==> src/rtl/rs232_command_parser_pkg.sv <==
// Shared types and constants for the framed RS-232 command parser.
// Holds the frame FSM states, the error codes and the default framing characters.
package rs232_cmd_pkg;

  typedef enum logic [2:0] {
    IDLE,
    H1,
    OP,
    ARG,
    TERM
  } state_t;

  localparam logic [1:0] ERR_OPCODE  = 2'd1;
  localparam logic [1:0] ERR_TERM    = 2'd2;
  localparam logic [1:0] ERR_TIMEOUT = 2'd3;

  localparam logic [7:0] CHAR_HDR0 = 8'h63;
  localparam logic [7:0] CHAR_HDR1 = 8'h6D;
  localparam logic [7:0] CHAR_OP_G = 8'h67;
  localparam logic [7:0] CHAR_OP_D = 8'h64;
  localparam logic [7:0] CHAR_TERM = 8'h0D;

  // cmd_arg keeps at least one byte of width so the port never collapses to zero bits
  function automatic int arg_width(input int arg_bytes);
    return ((arg_bytes > 0) ? arg_bytes : 1) * 8;
  endfunction

endpackage

==> src/rtl/rs232_command_parser_if.sv <==
// Byte-in / command-out bundle between a UART receiver and the command parser.
// The master side feeds received bytes; the slave side is the parser.
interface rs232_command_parser_if #(
  parameter int ARG_W = 16
);

  logic [7:0]       rx_byte;
  logic             rx_valid;
  logic             cmd_valid;
  logic [3:0]       cmd_code;
  logic [ARG_W-1:0] cmd_arg;
  logic             cmd_error;
  logic [1:0]       err_code;

  modport master (
    output rx_byte,
    output rx_valid,
    input  cmd_valid,
    input  cmd_code,
    input  cmd_arg,
    input  cmd_error,
    input  err_code
  );

  modport slave (
    input  rx_byte,
    input  rx_valid,
    output cmd_valid,
    output cmd_code,
    output cmd_arg,
    output cmd_error,
    output err_code
  );

endinterface

==> src/rtl/rs232_command_parser_byte_strobe.sv <==
// Turns the UART's rx_valid level into a single-cycle accept pulse on each rising edge.
// Shared by every consumer sitting behind the UART receiver.
module rs232_byte_strobe (
  input  logic clock,
  input  logic reset,
  input  logic i_valid,
  output logic o_accept
);

  logic r_valid_last;

  always_ff @(posedge clock) begin
    if (reset) begin
      r_valid_last <= 1'b0;
    end else begin
      r_valid_last <= i_valid;
    end
  end

  assign o_accept = i_valid & ~r_valid_last;

endmodule

==> src/rtl/rs232_command_parser.sv <==
// Framed command parser: header, table-decoded opcode, raw argument bytes, optional terminator.
// Emits one-cycle command/error strobes and aborts stalled frames after an inter-byte timeout.
module rs232_command_parser
  import rs232_cmd_pkg::*;
#(
  parameter logic [7:0]            HDR0           = CHAR_HDR0,
  parameter logic [7:0]            HDR1           = CHAR_HDR1,
  parameter int                    NUM_CMDS       = 2,
  parameter logic [NUM_CMDS*8-1:0] OPCODES        = {CHAR_OP_G, CHAR_OP_D},
  parameter int                    ARG_BYTES      = 2,
  parameter bit                    USE_TERM       = 1'b1,
  parameter logic [7:0]            TERM_CHAR      = CHAR_TERM,
  parameter int unsigned           TIMEOUT_CYCLES = 1000000
) (
  input logic                   clock,
  input logic                   reset,
  rs232_command_parser_if.slave bus
);

  localparam int ARG_W = arg_width(ARG_BYTES);

  logic w_accept;

  rs232_byte_strobe u_byte_strobe (
    .clock    (clock),
    .reset    (reset),
    .i_valid  (bus.rx_valid),
    .o_accept (w_accept)
  );

  state_t           r_state,     w_state_n;
  logic [31:0]      r_count,     w_count_n;
  logic [ARG_W-1:0] r_arg,       w_arg_n;
  logic [2:0]       r_arg_cnt,   w_arg_cnt_n;
  logic [3:0]       r_pend_code, w_pend_code_n;
  logic             r_cmd_valid, w_cmd_valid_n;
  logic [3:0]       r_cmd_code,  w_cmd_code_n;
  logic [ARG_W-1:0] r_cmd_arg,   w_cmd_arg_n;
  logic             r_cmd_error, w_cmd_error_n;
  logic [1:0]       r_err_code,  w_err_code_n;

  logic             w_expire;
  logic             w_op_hit;
  logic [3:0]       w_op_code;
  logic [ARG_W-1:0] w_arg_shift;
  logic [2:0]       w_arg_cnt_inc;

  // Descending scan so the lowest matching table index is the one left standing
  always_comb begin
    w_op_hit  = 1'b0;
    w_op_code = 4'd0;
    for (int i = NUM_CMDS - 1; i >= 0; i--) begin
      if (OPCODES[8*i +: 8] == bus.rx_byte) begin
        w_op_hit  = 1'b1;
        w_op_code = 4'(i + 1);
      end
    end
  end

  always_comb begin
    w_expire = 1'b0;
    if ((TIMEOUT_CYCLES != 0) && (r_state != IDLE)) begin
      w_expire = (r_count + 32'd1) >= (TIMEOUT_CYCLES - 32'd1);
    end
  end

  assign w_arg_shift   = (r_arg << 8) | ARG_W'(bus.rx_byte);
  assign w_arg_cnt_inc = r_arg_cnt + 3'd1;

  // An accepted byte always takes priority over a timeout expiring on the same clock
  always_comb begin
    w_state_n     = r_state;
    w_count_n     = (w_accept || (r_state == IDLE)) ? 32'd0 : r_count + 32'd1;
    w_arg_n       = r_arg;
    w_arg_cnt_n   = r_arg_cnt;
    w_pend_code_n = r_pend_code;
    w_cmd_valid_n = 1'b0;
    w_cmd_code_n  = r_cmd_code;
    w_cmd_arg_n   = r_cmd_arg;
    w_cmd_error_n = 1'b0;
    w_err_code_n  = r_err_code;

    if (w_accept) begin
      case (r_state)
        IDLE: begin
          if (bus.rx_byte == HDR0) w_state_n = H1;
        end
        H1: begin
          if (bus.rx_byte == HDR1)      w_state_n = OP;
          else if (bus.rx_byte == HDR0) w_state_n = H1;
          else                          w_state_n = IDLE;
        end
        OP: begin
          if (w_op_hit) begin
            w_pend_code_n = w_op_code;
            w_arg_n       = '0;
            w_arg_cnt_n   = 3'd0;
            if (ARG_BYTES > 0) begin
              w_state_n = ARG;
            end else if (USE_TERM) begin
              w_state_n = TERM;
            end else begin
              w_cmd_valid_n = 1'b1;
              w_cmd_code_n  = w_op_code;
              w_cmd_arg_n   = '0;
              w_state_n     = IDLE;
            end
          end else begin
            w_cmd_error_n = 1'b1;
            w_err_code_n  = ERR_OPCODE;
            w_state_n     = IDLE;
          end
        end
        ARG: begin
          w_arg_n     = w_arg_shift;
          w_arg_cnt_n = w_arg_cnt_inc;
          if (w_arg_cnt_inc == 3'(ARG_BYTES)) begin
            if (USE_TERM) begin
              w_state_n = TERM;
            end else begin
              w_cmd_valid_n = 1'b1;
              w_cmd_code_n  = r_pend_code;
              w_cmd_arg_n   = w_arg_shift;
              w_state_n     = IDLE;
            end
          end
        end
        TERM: begin
          if (bus.rx_byte == TERM_CHAR) begin
            w_cmd_valid_n = 1'b1;
            w_cmd_code_n  = r_pend_code;
            w_cmd_arg_n   = (ARG_BYTES > 0) ? r_arg : '0;
          end else begin
            w_cmd_error_n = 1'b1;
            w_err_code_n  = ERR_TERM;
          end
          w_state_n = IDLE;
        end
        default: w_state_n = IDLE;
      endcase
    end else if (w_expire) begin
      w_cmd_error_n = 1'b1;
      w_err_code_n  = ERR_TIMEOUT;
      w_state_n     = IDLE;
      w_count_n     = 32'd0;
    end
  end

  always_ff @(posedge clock) begin
    if (reset) begin
      r_state     <= IDLE;
      r_count     <= 32'd0;
      r_arg       <= '0;
      r_arg_cnt   <= 3'd0;
      r_pend_code <= 4'd0;
      r_cmd_valid <= 1'b0;
      r_cmd_code  <= 4'd0;
      r_cmd_arg   <= '0;
      r_cmd_error <= 1'b0;
      r_err_code  <= 2'd0;
    end else begin
      r_state     <= w_state_n;
      r_count     <= w_count_n;
      r_arg       <= w_arg_n;
      r_arg_cnt   <= w_arg_cnt_n;
      r_pend_code <= w_pend_code_n;
      r_cmd_valid <= w_cmd_valid_n;
      r_cmd_code  <= w_cmd_code_n;
      r_cmd_arg   <= w_cmd_arg_n;
      r_cmd_error <= w_cmd_error_n;
      r_err_code  <= w_err_code_n;
    end
  end

  assign bus.cmd_valid = r_cmd_valid;
  assign bus.cmd_code  = r_cmd_code;
  assign bus.cmd_arg   = r_cmd_arg;
  assign bus.cmd_error = r_cmd_error;
  assign bus.err_code  = r_err_code;

endmodule

==> src/flat_wrapper.sv <==
// flat-port wrapper written by rule: the top's interface ports become plain ports
module rs232_command_parser_flat import rs232_cmd_pkg::*;
#(
  parameter logic [7:0]            HDR0           = CHAR_HDR0,
  parameter logic [7:0]            HDR1           = CHAR_HDR1,
  parameter int                    NUM_CMDS       = 2,
  parameter logic [NUM_CMDS*8-1:0] OPCODES        = {CHAR_OP_G, CHAR_OP_D},
  parameter int                    ARG_BYTES      = 2,
  parameter bit                    USE_TERM       = 1'b1,
  parameter logic [7:0]            TERM_CHAR      = CHAR_TERM,
  parameter int unsigned           TIMEOUT_CYCLES = 1000000
)
  (clock, reset, bus_rx_byte, bus_rx_valid, bus_cmd_valid, bus_cmd_code, bus_cmd_arg, bus_cmd_error, bus_err_code);
  rs232_command_parser_if #(.ARG_W(16)) bus_i ();
  input logic clock;
  input logic reset;
  input wire logic [$bits(bus_i.rx_byte)-1:0] bus_rx_byte;
  input wire logic [$bits(bus_i.rx_valid)-1:0] bus_rx_valid;
  output wire logic [$bits(bus_i.cmd_valid)-1:0] bus_cmd_valid;
  output wire logic [$bits(bus_i.cmd_code)-1:0] bus_cmd_code;
  output wire logic [$bits(bus_i.cmd_arg)-1:0] bus_cmd_arg;
  output wire logic [$bits(bus_i.cmd_error)-1:0] bus_cmd_error;
  output wire logic [$bits(bus_i.err_code)-1:0] bus_err_code;
  assign bus_i.rx_byte = bus_rx_byte;
  assign bus_i.rx_valid = bus_rx_valid;
  assign bus_cmd_valid = bus_i.cmd_valid;
  assign bus_cmd_code = bus_i.cmd_code;
  assign bus_cmd_arg = bus_i.cmd_arg;
  assign bus_cmd_error = bus_i.cmd_error;
  assign bus_err_code = bus_i.err_code;
  rs232_command_parser #(.HDR0(HDR0), .HDR1(HDR1), .NUM_CMDS(NUM_CMDS), .OPCODES(OPCODES), .ARG_BYTES(ARG_BYTES), .USE_TERM(USE_TERM), .TERM_CHAR(TERM_CHAR), .TIMEOUT_CYCLES(TIMEOUT_CYCLES)) u_core (.clock(clock), .reset(reset), .bus(bus_i));
endmodule
==> config.mk <==
export PLATFORM = sky130hd
export DESIGN_NAME = rs232_command_parser_flat
export DESIGN_NICKNAME = d
export VERILOG_FILES = /design/src/rtl/rs232_command_parser_pkg.sv /design/src/rtl/rs232_command_parser_if.sv /design/src/rtl/rs232_command_parser_byte_strobe.sv /design/src/rtl/rs232_command_parser.sv /design/src/flat_wrapper.sv
export SDC_FILE = /design/constraint.sdc
export NUM_CORES = 1
export LEC_CHECK = 0
export ABC_AREA = 1
export BUFFER_PORTS_ARGS = -buffer_cell sky130_fd_sc_hd__buf_2
export CORE_MARGIN = 2
export CORE_UTILIZATION = 45
export CTS_BUF_LIST = sky130_fd_sc_hd__clkbuf_16
export CTS_CLUSTER_SIZE = 40
export DETAILED_ROUTE_END_ITERATION = 12
export PLACE_DENSITY = 0.75
export SYNTH_ARGS = -nofsm -noshare
export SYNTH_HDL_FRONTEND = slang
export SYNTH_SLANG_ARGS = --single-unit
==> constraint.sdc <==
create_clock -name clock -period 2 [get_ports clock]
set_clock_uncertainty 0.05 [all_clocks]
set_input_delay 0.4 -clock clock [delete_from_list [all_inputs] [get_ports clock]]
set_output_delay 0.4 -clock clock [all_outputs]
set_load 0.005 [all_outputs]
# Word level (Yosys, flattened, before mapping)
# Index checks and enable logic that the tools add are counted.
word_totals:
  register_bits: 83
  out_inout_bits: 24
  in_bits: 11
  wordCells: 77
classes:
  n_reduce_logical: 11
  eq_ne: 16
  addsub: 2
  n_lt_le_gt_ge: 1
  n_mux: 31
  bitwise: 5
ops:
  columns: ["operator", "count"]
  rows:
  - ["32-bit 2-to-1 mux", 3]
  - ["32-bit by 1-bit adder with 32-bit output, second input constant", 1]
  - ["32-bit by 20-bit >= comparator with 1-bit output, second input constant", 1]
  - ["16-bit one-hot mux with 2 select lines", 1]
  - ["3-bit 2-to-1 mux", 6]
  - ["7-bit by 8-bit == test with 1-bit output, first input constant", 2]
  - ["8-bit by 7-bit == test with 1-bit output, second input constant", 2]
  - ["16-bit 2-to-1 mux", 1]
  - ["16-bit by 8-bit bitwise OR with 16-bit output", 1]
  - ["3-bit != test, second input constant", 5]
  - ["2-bit 2-to-1 mux", 6]
  - ["3-bit one-hot mux with 4 select lines", 1]
  - ["3-bit AND reduction", 4]
  - ["3-bit by 2-bit == test with 1-bit output, second input constant", 3]
  - ["1-bit 2-to-1 mux", 9]
  - ["8-bit by 4-bit == test with 1-bit output, second input constant", 1]
  - ["3-bit one-hot mux with 2 select lines", 1]
  - ["4-bit 2-to-1 mux", 1]
  - ["2-bit one-hot mux with 2 select lines", 1]
  - ["4-bit AND reduction", 1]
  - ["2-bit nonzero test", 2]
  - ["3-bit by 1-bit adder with 3-bit output, second input constant", 1]
  - ["3-bit by 1-bit == test with 1-bit output, second input constant", 1]
  - ["3-bit == test, second input constant", 1]
  - ["8 further kinds", 10]

# Logic depth before layout (Yosys ltp)
depth:
  depth_word: 6
  mapped_depth: 20
  mapped_depth_nobuf: 20

# Hierarchy
# A second synthesis with hierarchy kept.
hier_totals:
  cells_unflattened: 586
  hier_area_um2: 3945.0
modules_own_cells:
  columns: ["module", "instances", "area_each_um2", "seq_area_each_um2", "cells_each"]
  rows:
  - ["rs232_command_parser", 1, 3913.8, 1561.5, 582]
  - ["rs232_byte_strobe", 1, 31.3, 20.0, 4]

# Worst setup path after synthesis
# OpenSTA, ideal clock, no wires.
synth_timing:
  path_kind: "reg-to-reg"
  start: "register u_core.r_count[1]"
  end: "register u_core.r_err_code[0] (netlist: u_core.bus.err_code[0])"
  synth_period_minus_slack_ns: 2.011
  stages_incl_launch_ff: 18
  setup_ns: 0.109
  t_required_ns: 1.841
  arrival_time_ns: 1.852
  slack_ns: -0.011
  path_buffers: 0
  path_cell_list: "dfxtp_1 ha_1 nand2_1 nor2_2 nand2_2 nor2_4 nand2_1 xnor2_1 nor2_1 nand2_1 nor2_2 nand2_1 nand2_2 nand2_4 nand2_2 nand2_1 nand2_1 inv_1"
synth_via:
  elab_chain_len: 5
synth_lines:
  columns: ["element", "line", "rtl"]
  rows:
  - ["start: declaration", "rs232_command_parser.sv:32", "logic [31:0] r_count, w_count_n;"]
  - ["start signal: assignment", "rs232_command_parser.sv:163", "r_count <= w_count_n;"]
  - ["32-bit by 1-bit adder with 32-bit output", "rs232_command_parser.sv:63", "w_expire = (r_count + 32'd1) >= (TIMEOUT_CYCLES - 32'd1);"]
  - ["32-bit by 20-bit >= comparator with 1-bit output", "rs232_command_parser.sv:63", null]
  - ["1-bit 2-to-1 mux", "rs232_command_parser.sv:62", "if ((TIMEOUT_CYCLES != 0) && (r_state != IDLE)) begin"]
  - ["2-bit nonzero test (no line)", null, null]
  - ["4-bit AND reduction (no line)", null, null]
  - ["end signal: assignment", "rs232_command_parser.sv:171", "r_err_code <= w_err_code_n;"]
  - ["end: declaration", "rs232_command_parser.sv:40", "logic [1:0] r_err_code, w_err_code_n;"]
# No other way between the ends.
# A chain may end at the register's enable or synchronous reset.

# Worst setup path in the final report
layout_timing:
  start: "register u_core.r_count[0]"
  end: "register u_core.r_err_code[0] (netlist: u_core.bus.err_code[0])"
# Same word-level chain as after synthesis.

==> impl_metrics.xml <==
<?xml version="1.0" encoding="UTF-8"?>
<metrics>
  <group name="yosys">
    <metric name="syn_avg_cell_area" unit="um^2">6.77</metric>
    <metric name="synth_top_area_cell" unit="">dfxtp_1</metric>
    <metric name="synth-adder-area-share" unit="%">1.31</metric>
    <metric name="synthesis.instances" unit="">562</metric>
    <metric name="synth_simple_gate_area_share" unit="%">35.2</metric>
    <metric name="synth_compound_area_share" unit="%">11.0</metric>
    <metric name="largest_family_of_logic_cells_by_synthesized_area" unit="">simple AND/OR/NAND/NOR gates</metric>
    <metric name="syn-cell-area" unit="um^2">3810</metric>
    <metric name="synth-seq-cells" unit="">79</metric>
    <metric name="post-synth-top-count-cell" unit="">nand2_1</metric>
    <metric name="synth_area_leaders" unit="">dfxtp_1, nand2_1, nor2_1, inv_1, nand3_1</metric>
    <metric name="synth_cell_type_count" unit="">30</metric>
    <metric name="yosys-mux-area-fraction" unit="%">0</metric>
    <metric name="ys_dominant_reg_cell" unit="">dfxtp_1</metric>
    <metric name="post_synth_xor_area_fraction" unit="%">2.30</metric>
    <metric name="number_of_enable_flip_flop_cells_after_synthesis" unit="">0</metric>
    <metric name="netlist.area_leader.share" unit="%">41.5</metric>
    <metric name="synth.top_cells.by_count" unit="">nand2_1, nor2_1, dfxtp_1</metric>
    <metric name="asyncSetResetFlopFracSynth" unit="%">0</metric>
    <metric name="count_of_yosys_warnings_during_synthesis" unit="">0</metric>
    <metric name="yosysSeqAreaShare" unit="%">41.5</metric>
  </group>
  <group name="floorplan">
    <metric name="die_area" unit="um^2">9210</metric>
    <metric name="die_boundary_width" unit="um">96.0</metric>
    <metric name="chipHeight" unit="um">96.0</metric>
    <metric name="initial_core_util" unit="%">46.3</metric>
    <metric name="core.rowCount" unit="">33</metric>
    <metric name="core_ar" unit="um^2">8220</metric>
    <metric name="boundary_pins" unit="">35</metric>
  </group>
  <group name="pwr">
    <metric name="power.total" unit="W">0.00414</metric>
    <metric name="internal-power" unit="W">0.00293</metric>
    <metric name="clockPowerShare" unit="%">41.2</metric>
    <metric name="peakVddDrop" unit="V">0.000644</metric>
    <metric name="p_seq_share" unit="%">42.7</metric>
    <metric name="sw_frac_of_total" unit="%">29.3</metric>
    <metric name="switchingPower" unit="W">0.00121</metric>
    <metric name="power.combinational.fraction" unit="%">16.1</metric>
    <metric name="leakagePower" unit="nW">2.21</metric>
    <metric name="power.density" unit="nW/um^2">830</metric>
  </group>
  <group name="global_routing">
    <metric name="grt_pass1_wl" unit="um">15500</metric>
    <metric name="first_global_vias" unit="">3517</metric>
    <metric name="largest_net_degree_at_the_start_of_global_routing" unit="">30</metric>
    <metric name="grt_use_total" unit="%">21.7</metric>
    <metric name="grt_antenna_before_repair" unit="">0</metric>
    <metric name="grt_overflow" unit="">0</metric>
  </group>
  <group name="sta">
    <metric name="worst_slack" unit="ps">-204</metric>
    <metric name="report.final.setup_viol" unit="">26</metric>
    <metric name="rsz0062_at_grt" unit="">yes</metric>
    <metric name="max_clock_freq" unit="MHz">454</metric>
    <metric name="ratio_of_final_minimum_period_to_clock_period" unit="%">110</metric>
    <metric name="hold_violation_count_in_the_final_report" unit="">0</metric>
    <metric name="timing_max_transition_violations_final" unit="">0</metric>
    <metric name="final.hold.worst_slack" unit="ps">224</metric>
    <metric name="period_needed" unit="ps">2200</metric>
  </group>
  <group name="layout">
    <metric name="num-nets-final" unit="">667</metric>
    <metric name="design_area" unit="um^2">4990</metric>
    <metric name="final_layout_size_suffix_gt1_share" unit="%">24.7</metric>
    <metric name="syn2layout_area_growth" unit="%">31.0</metric>
    <metric name="n_antenna_cell" unit="">0</metric>
    <metric name="finalNonFillerCells" unit="">762</metric>
  </group>
  <group name="worst_setup_path">
    <metric name="worst_r2r_endpoint" unit="">u_core.bus.err_code[0]</metric>
    <metric name="critPathRequiredTime" unit="ps">2190</metric>
    <metric name="crit_path_max_fanout" unit="">7</metric>
    <metric name="worst-r2r-cell-count" unit="">19</metric>
    <metric name="timing.critical_path.from_type" unit="">flop</metric>
    <metric name="launch_point_of_the_worst_reg_to_reg_path" unit="">u_core.r_count[0]</metric>
    <metric name="data_arrival_critical_path" unit="ps">2390</metric>
    <metric name="reg2reg_slack" unit="ps">-200</metric>
    <metric name="startpoint_to_endpoint_class_of_the_critical_path" unit="">flop to flop</metric>
    <metric name="critical_path.endpoint_type" unit="">flop</metric>
  </group>
  <group name="clock_network">
    <metric name="clk_pin_slew_worst_paths" unit="ps">70</metric>
    <metric name="cts_buffers" unit="">9</metric>
    <metric name="cts.sinks" unit="">79</metric>
    <metric name="clock_latency" unit="ps">340</metric>
    <metric name="cts-root-to-sink-buffers" unit="">2</metric>
    <metric name="cts-root-buf" unit="">clkbuf_16</metric>
    <metric name="ctsHtreeMaxLevel" unit="">3</metric>
    <metric name="holdBufCountCts" unit="">0</metric>
    <metric name="cts_tree" unit="">built</metric>
  </group>
  <group name="place">
    <metric name="detailed_place_hpwl" unit="um">6590</metric>
    <metric name="dp.cells" unit="">740</metric>
    <metric name="pre_cts_ws" unit="ps">-210</metric>
    <metric name="finalWeightedCongestion" unit="">0.904</metric>
    <metric name="placedInstanceArea" unit="um^2">4440</metric>
    <metric name="place.port_buffers" unit="">32</metric>
  </group>
  <group name="route">
    <metric name="wl" unit="um">9300</metric>
    <metric name="first_drt_iteration_drcs" unit="">153</metric>
    <metric name="wl_per_cell" unit="um">12.2</metric>
    <metric name="post-route-drc-count" unit="">0</metric>
    <metric name="vias_per_cell" unit="">5.01</metric>
    <metric name="ant_nets" unit="">0</metric>
    <metric name="drt_pre_antenna_iters" unit="">5</metric>
    <metric name="via_count" unit="">3814</metric>
  </group>
  <group name="run_status">
    <metric name="failed_checks" unit="">setup timing</metric>
    <metric name="status" unit="">finished with violations</metric>
  </group>
  <group name="worst_hold_path">
    <metric name="min_path_type" unit="">input port to flop</metric>
    <metric name="worst_hold_path_stage_count" unit="">3</metric>
    <metric name="hold-path-endpoint" unit="">u_core.u_byte_strobe.r_valid_last</metric>
    <metric name="worst_hold_startpoint" unit="">bus_rx_valid</metric>
  </group>
  <group name="job">
    <metric name="reported_max_cap_violation_count" unit="">0</metric>
  </group>
</metrics>
## critical path: stages (launching register included)
cell	delay [ps]
dfxtp_4	370
buf_6	100
inv_2	40
nor2_4	190
nand2_4	110
nor2_4	140
buf_6	110
nand3_2	70
nand2_2	70
nand2_2	40
nor2_2	120
nand2_1	80
nor2_2	130
nand2_1	80
nand2_2	90
nand2_4	80
nand2_4	90
nand2_2	50
nand2_1	50
inv_1	30
## cells by family after synthesis
kind of cell,count (synthesis)
flip-flops,79
buffers and inverters,83
XOR/XNOR,10
AO/OA/AOI/OAI,68
AND/OR/NAND/NOR,317
adder cells (fa/ha/maj),4
other,1
## final cells by class
class	count	area, um^2
Fill cell	716	3230
Multi-Input combinational cell	413	2120
Sequential cell	79	1590
Timing Repair Buffer	82	576
Inverter	67	253
Clock buffer	9	225
Tap cell	105	131
Clock inverter	7	83.8
## layout by cell type, fill, tap and decap left out, types with 3 or more instances in the layout
cell and count:
nor3_1 7, nor2_1 89, nand2_2 16, inv_6 4, a211oi_1 21, xor2_1 4
dfxtp_2 4, o21ai_0 14, dfxtp_1 73, nand2_1 126, nand3_2 3, conb_1 14
nand3_1 34, ha_1 3, nand4_1 4, buf_2 32, nor2_4 11, inv_1 63
clkbuf_16 9, nand2_4 6, buf_4 44, buf_6 4, xnor2_1 5, a21oi_1 25
nor2_2 17
## state kept, by name, summed over array words and instances (netlist names), 2 cells and up
name and flops:
u_core.bus.cmd_arg 16, u_core.bus.cmd_code 2, u_core.bus.err_code 2, u_core.r_arg 16
u_core.r_arg_cnt 3, u_core.r_count 32, u_core.r_pend_code 2, u_core.r_state 3
## stage by stage
step                      TNS (ps)  utilization, %
after floorplan                  0               -
after global placement       -1450            54.0
after detailed placement     -3390            54.0
after CTS                    -1590            59.0
after global routing         -7170            60.7
final                        -2690            60.7
## worst max path at each step
| stage | to | cells past startpoint | startpoint | slack [ps] |
|---|---|---|---|---|
| floorplan | u_core.bus.err_code[0] | 17 | u_core.r_count[1] | 20 |
| global placement | u_core.bus.err_code[1] | 18 | u_core.r_count[0] | -120 |
| detailed placement | u_core.bus.err_code[0] | 18 | u_core.r_count[0] | -210 |
| CTS | u_core.bus.err_code[0] | 18 | u_core.r_count[1] | -130 |
| global route | u_core.r_state[1] | 16 | u_core.r_count[13] | -380 |
| finish | u_core.bus.err_code[0] | 19 | u_core.r_count[0] | -200 |
## per-layer routing
| layer | up-vias | GRT usage, % | share of wire, % |
|---|---|---|---|
| met1 | 1734 | 25.8 | 44 |
| met4 | 0 | 8.33 | 2.3 |
| met3 | 24 | 6.26 | 4.9 |
| met2 | 103 | 37.0 | 48 |
| li1 | 1953 | - | - |
| met5 | - | 0 | 0 |
## power by group through the flow
stage               Combinational [W]  Clock [W]  Sequential (W)
finish                       0.000669    0.00171         0.00177
global route                 0.000760    0.00180         0.00178
CTS                          0.000634    0.00174         0.00177
detailed placement           0.000626          0         0.00180
global placement             0.000607          0         0.00180
floorplan                    0.000453          0         0.00179
## timing repair
item	in CTS	in global routing
buffers inserted	3	3
resized for setup	29	33
pin swaps	20	20
cloned	0	0
endpoints found under the setup margin	26	26
Note: power is estimated with default switching activity, not from simulation.
